File: src/rtl/sensor_poll_pkg.sv
// Shared types and sizing helpers for the sensor poll scheduler and its prescaler.
// No logic; latency and backpressure are not applicable.
package sensor_poll_pkg;

    typedef enum logic [2:0] {
        S_IDLE,
        S_START,
        S_WAIT_DONE,
        S_NEXT,
        S_WAIT_PERIOD
    } state_e;

    function automatic int calc_div(input int clk_hz, input int tick_hz);
        return clk_hz / tick_hz;
    endfunction

    // Width able to hold 0..n-1, never narrower than one bit.
    function automatic int cnt_w(input int n);
        return (n < 2) ? 1 : $clog2(n);
    endfunction

endpackage

File: src/rtl/ms_tick_gen.sv
// Free-running prescaler: registered one-cycle tick in the cycle the count equals DIV-1.
// Output is registered; there is no backpressure and the counter never stalls.
module ms_tick_gen
    import sensor_poll_pkg::*;
#(
    parameter int DIV = 50000
) (
    input  logic clk_in,
    input  logic rst_n,
    output logic tick_o
);

    localparam int W = cnt_w(DIV);

    logic [W-1:0] cnt_q, cnt_d;
    logic         tick_q, tick_d;

    always_comb begin
        cnt_d = cnt_q + W'(1);
        if (cnt_q == W'(DIV - 1)) begin
            cnt_d = '0;
        end
        tick_d = (cnt_d == W'(DIV - 1));
    end

    always_ff @(posedge clk_in) begin
        if (!rst_n) begin
            cnt_q  <= '0;
            tick_q <= 1'b0;
        end else begin
            cnt_q  <= cnt_d;
            tick_q <= tick_d;
        end
    end

    assign tick_o = tick_q;

endmodule

File: src/rtl/sensor_poll_scheduler.sv
// Round-robin poller: one-cycle start per channel, waits for done or tick-based timeout.
// All outputs registered; start follows enable by one cycle; a channel done cannot be stalled.
module sensor_poll_scheduler
    import sensor_poll_pkg::*;
#(
    parameter int CLK_HZ        = 50000000,
    parameter int TICK_HZ       = 1000,
    parameter int N_CH          = 4,
    parameter int PERIOD_TICKS  = 250,
    parameter int TIMEOUT_TICKS = 20
) (
    input  logic                    clk_in,
    input  logic                    rst_n,
    input  logic                    enable,
    input  logic [N_CH-1:0]         done_i,
    input  logic                    clear_flags,
    output logic [N_CH-1:0]         start_o,
    output logic [$clog2(N_CH)-1:0] ch_o,
    output logic                    busy,
    output logic                    round_done,
    output logic [N_CH-1:0]         timeout_flags,
    output logic                    tick_o
);

    localparam int DIV = calc_div(CLK_HZ, TICK_HZ);
    localparam int CW  = $clog2(N_CH);
    localparam int PW  = cnt_w(PERIOD_TICKS + 1);
    localparam int TW  = cnt_w(TIMEOUT_TICKS);

    state_e          state_q, state_d;
    logic [CW-1:0]   ch_q, ch_d;
    logic [PW-1:0]   per_q, per_d;
    logic [TW-1:0]   to_q, to_d;
    logic [N_CH-1:0] start_q, start_d;
    logic [N_CH-1:0] flags_q, flags_d;
    logic [N_CH-1:0] set_mask;
    logic            busy_q, busy_d;
    logic            rd_q, rd_d;
    logic            tick;

    ms_tick_gen #(.DIV(DIV)) u_tick (
        .clk_in (clk_in),
        .rst_n  (rst_n),
        .tick_o (tick)
    );

    always_comb begin
        state_d  = state_q;
        ch_d     = ch_q;
        per_d    = per_q;
        to_d     = to_q;
        set_mask = '0;
        rd_d     = 1'b0;

        if (tick && (state_q != S_IDLE) && (per_q != PW'(PERIOD_TICKS))) begin
            per_d = per_q + PW'(1);
        end

        case (state_q)
            S_IDLE: begin
                if (enable) begin
                    state_d = S_START;
                    ch_d    = '0;
                    per_d   = '0;
                end
            end
            S_START: begin
                to_d    = '0;
                state_d = S_WAIT_DONE;
            end
            S_WAIT_DONE: begin
                // Done takes priority over a coincident final timeout tick.
                if (done_i[ch_q]) begin
                    state_d = S_NEXT;
                end else if (tick) begin
                    if (to_q == TW'(TIMEOUT_TICKS - 1)) begin
                        set_mask[ch_q] = 1'b1;
                        state_d        = S_NEXT;
                    end else begin
                        to_d = to_q + TW'(1);
                    end
                end
            end
            S_NEXT: begin
                if (ch_q == CW'(N_CH - 1)) begin
                    rd_d    = 1'b1;
                    ch_d    = '0;
                    state_d = S_WAIT_PERIOD;
                end else begin
                    ch_d    = ch_q + CW'(1);
                    state_d = S_START;
                end
            end
            S_WAIT_PERIOD: begin
                if (per_q >= PW'(PERIOD_TICKS)) begin
                    per_d   = '0;
                    ch_d    = '0;
                    state_d = S_START;
                end
            end
            default: state_d = S_IDLE;
        endcase

        // Dropping enable aborts the round silently: no start, flag or round_done.
        if ((state_q != S_IDLE) && !enable) begin
            state_d  = S_IDLE;
            ch_d     = '0;
            set_mask = '0;
            rd_d     = 1'b0;
        end

        flags_d = (clear_flags ? '0 : flags_q) | set_mask;

        start_d = '0;
        if (state_d == S_START) begin
            start_d[ch_d] = 1'b1;
        end
        busy_d = (state_d == S_START) || (state_d == S_WAIT_DONE) || (state_d == S_NEXT);
    end

    always_ff @(posedge clk_in) begin
        if (!rst_n) begin
            state_q <= S_IDLE;
            ch_q    <= '0;
            per_q   <= '0;
            to_q    <= '0;
            start_q <= '0;
            flags_q <= '0;
            busy_q  <= 1'b0;
            rd_q    <= 1'b0;
        end else begin
            state_q <= state_d;
            ch_q    <= ch_d;
            per_q   <= per_d;
            to_q    <= to_d;
            start_q <= start_d;
            flags_q <= flags_d;
            busy_q  <= busy_d;
            rd_q    <= rd_d;
        end
    end

    assign start_o       = start_q;
    assign ch_o          = ch_q;
    assign busy          = busy_q;
    assign round_done    = rd_q;
    assign timeout_flags = flags_q;
    assign tick_o        = tick;

endmodule

File: config.mk
export PLATFORM = sky130hd
export DESIGN_NAME = sensor_poll_scheduler
export DESIGN_NICKNAME = d
export VERILOG_FILES = /design/src/rtl/sensor_poll_pkg.sv /design/src/rtl/ms_tick_gen.sv /design/src/rtl/sensor_poll_scheduler.sv
export SDC_FILE = /design/constraint.sdc
export NUM_CORES = 1
export LEC_CHECK = 0
export ABC_AREA = 1
export BUFFER_PORTS_ARGS = -buffer_cell sky130_fd_sc_hd__buf_2
export CAP_MARGIN = 20
export CELL_PAD_IN_SITES_DETAIL_PLACEMENT = 1
export CELL_PAD_IN_SITES_GLOBAL_PLACEMENT = 1
export CORE_MARGIN = 2
export CORE_UTILIZATION = 35
export DETAILED_ROUTE_END_ITERATION = 10
export PLACE_DENSITY_LB_ADDON = 0.1
export REMOVE_ABC_BUFFERS = 1
export SYNTH_ARGS = -nofsm -noshare
export SYNTH_HDL_FRONTEND = slang
export SYNTH_SLANG_ARGS = --single-unit
File: constraint.sdc
create_clock -name clk_in -period 2.9 [get_ports clk_in]
set_clock_uncertainty 0.15 [all_clocks]
set_input_delay 0.435 -clock clk_in [delete_from_list [all_inputs] [get_ports clk_in]]
set_output_delay 0.435 -clock clk_in [all_outputs]
set_load 0.005 [all_outputs]
==> results by group <==
Detailed routing
  • Residual DRC count: 0
  • Post-route ant nets: 0
  • Avg WL per Cell: 13.1 um
  • Detailed Route WL: 6360 um
  • TritonRoute pass-1 iters: 4
  • Via Count: 2238
  • Iter 0 DRT Violations: 24
  • Via density: 4.60

Die
  • Die Width: 87.9 um
  • IO Pins: 21
  • Std-Cell Core Area: 6790 um^2
  • FP Rows: 30
  • Die ar.: 7720 um^2
  • Initial Util: 36.2%
  • DIE HEIGHT: 87.9 um

Critical path
  • CP max FO: 7
  • Setup crit end: u_tick.tick_o
  • CP Launch Point: u_tick.cnt_q[0]
  • CP Buf/Inv Count: 1
  • RR Endpoint: u_tick.tick_o
  • CP arrival: 1930 ps
  • Crit path depth: 10
  • Top delay family on crit path: simple AND/OR/NAND/NOR gates
  • Critical path data required time: 2960 ps
  • Worst setup SP type: flip-flop
  • Worst flop-to-flop path startpoint: u_tick.cnt_q[0]
  • Setup crit end kind: flip-flop
  • Crit Path Class: reg2reg
  • Critical Path Slowest Stage Cell: dfxtp_1
  • Worst path cell trace: ha_1 -> nand3_1 -> nor2_1 -> nand2_1 -> inv_1 -> nor2_1 -> nand2_1 -> nor2_1 -> nand4_1 -> nor2_1
  • Most common cell on crit path: nor2_1
  • Cells on worst reg2reg path: 10
  • Reg2reg setup slack: 1030 ps
  • Critical path's largest stage delay: 430 ps

Cells and area
  • Commonest non-fill, non-tap cell in the layout: nand2_1
  • N_diodes: 0
  • Share of layout cells above drive strength 1: 13.6%
  • Final #Nets: 407
  • Area Growth Syn to Fin: 12.2%
  • Most frequent cells in the layout: nand2_1 (83), nor2_1 (61), inv_1 (56), dfxtp_1 (45), nand3_1 (29)

Power and ir drop
  • Peak supply drop: 0.000204 V
  • Power Density: 513 nW/um^2
  • Clk pwr share: 28.3%
  • Switching power total: 0.000494 W
  • P_int: 0.000922 W
  • Reg power frac: 48.9%
  • Switching share of power: 34.9%
  • Logic pwr share: 22.8%
  • Leak pwr: 1.24 nW

Synth
  • Yosys warnings: 0
  • Mapped Area: 2460 um^2
  • Per-instance average area after synthesis: 6.75 um^2
  • Seq/Total Area, Yosys: 36.6%
  • Post-synthesis cell type count: 31
  • Cells after Synth: 365
  • Seq cells post-synth: 45

Timing
  • Final Max Slew Viols: 0
  • Final worst slack: 1030 ps
  • Max Fclk: 535 MHz
  • RSZ-0062 raised after global routing: false
  • Final hold violations: 0
  • Fin crit share: 64.5%
  • Rel. slew slack: 77.4%
  • Final min period: 1870 ps
  • Worst Tran Pin Value: 336 ps
  • Setup TNS: 0 ps
  • # setup viols final: 0

CTS
  • Clk sinks: 45
  • Clock Path Buffers: 2
  • Num CTS Buffers: 5
  • Postcts setup bufs: 0
  • Worst-path clk slew: 90 ps
  • TritonCTS clock tree: built
  • Post-CTS Resized: 0
  • Post-CTS Hold Buffers: 0
  • H-tree Lvls: 2
  • Worst skew pair latency: 310 ps
  • Root Driver: clkbuf_8

Global route
  • Total Routing Usage GR: 18.2%
  • First-pass GRT wire length: 10900 um
  • Vias in the first global route: 2289
  • Largest net degree at the start of global routing: 23
  • Final global-route overflow total: 0
  • Initial antenna violation count: 0

Run status
  • Status: complete, no violations

Place
  • Post-place setup slack: 1030 ps
  • Port Buffers: 20
  • Final HPWL DP: 4980 um
  • Final GP Congestion: 0.817

Flow run
  • MaxCap Viol Count: 0

Hold path
  • HP Class: in2reg
[power by group through the flow]
| stage | registers, W | clock network (W) | logic (W) |
|---|---|---|---|
| after floorplan | 0.000702 | 0 | 0.000233 |
| after global placement | 0.000706 | 0 | 0.000324 |
| after detailed placement | 0.000706 | 0 | 0.000328 |
| after CTS | 0.000692 | 0.000417 | 0.000329 |
| after global routing | 0.000699 | 0.000442 | 0.000374 |
| final | 0.000693 | 0.000401 | 0.000323 |
[flip-flops by register name, summed over array words and instances, names as in the netlist]
name           cells
u_tick.cnt_q      16
timeout_flags      4
per_q              8
start_o            4
ch_o               2
to_q               5
busy               1
round_done         1
state_q            3
u_tick.tick_o      1
[logic make-up after synthesis]
kind of cell               Yosys count  synth area share [%]
AOI/OAI and AO/OA                   20                  4.78
xor gates and xnor gates            11                  3.91
adders and majority gates            9                  4.57
buffers and inverters               62                  9.55
DFF                                 45                  36.6
and+or+nand+nor                    218                  40.6
[worst min path at each step]
stage                          start          endpoint  slack (ps)  cells after the start
floorplan           timeout_flags[0]  timeout_flags[0]         310                      2
global placement    timeout_flags[1]  timeout_flags[1]         300                      2
detailed placement  timeout_flags[2]  timeout_flags[2]         310                      2
CTS                      clear_flags  timeout_flags[2]         270                      4
global route             clear_flags  timeout_flags[2]         290                      4
finish                   clear_flags  timeout_flags[2]         270                      4
[worst min-delay path: cells and delay by family]
kind	cells	cell delay (ps)
AOI/OAI and AO/OA	1	50
buffers and inverters	2	130
and+or+nand+nor	1	60
[per-layer routing]
metal	GRT usage [%]	vias to the layer above	share of wire (%)
met4	5.03	0	0.93
met2	31.5	20	49
li1	-	1193	-
met1	23.2	1020	49
met5	0	-	0
met3	3.39	5	1.8
[metrics by stage]
stage / cell area, um^2 / total power, W / instances / util [%] / hold WS, ps
floorplan: 2450 / 0.000935 / 362 / - / 310
global placement: 2680 / 0.00103 / 479 / 39.4 / 303
detailed placement: 2680 / 0.00103 / 479 / 39.4 / 308
CTS: 2760 / 0.00144 / 487 / 40.7 / 267
global route: 2760 / 0.00151 / 487 / 40.7 / 287
finish: 2760 / 0.00142 / 487 / 40.7 / 270
[Yosys cell counts, drive strengths merged]
library cell   n  share of area [%]
a31oi          1               0.25
nor2          67                 11
xor2          10                3.6
o211a          1               0.41
nor3          12                2.6
a21oi          8                1.8
ha             9                4.6
buf            1               0.20
inv           57                8.7
and3           2               0.51
o21ai          7                1.4
clkbuf         2               0.30
nand3b         1               0.30
clkinv         2               0.36
nand4          9                2.3
dfxtp         45                 37
nand3         36                8.7
nand2         90                 15
xnor2          1               0.36
a211oi         3               0.91
or2            1               0.25
[cell type report]
cell class / count / area [um^2]
timing repair buffer: 21 / 108
clock inverter: 3 / 17.5
sequential: 45 / 901
inverter: 59 / 223
clock buffer: 5 / 68.8
multi-input combinational: 258 / 1330
tap: 96 / 120
fill: 910 / 4030
Note: power is estimated with default switching activity, not from simulation.
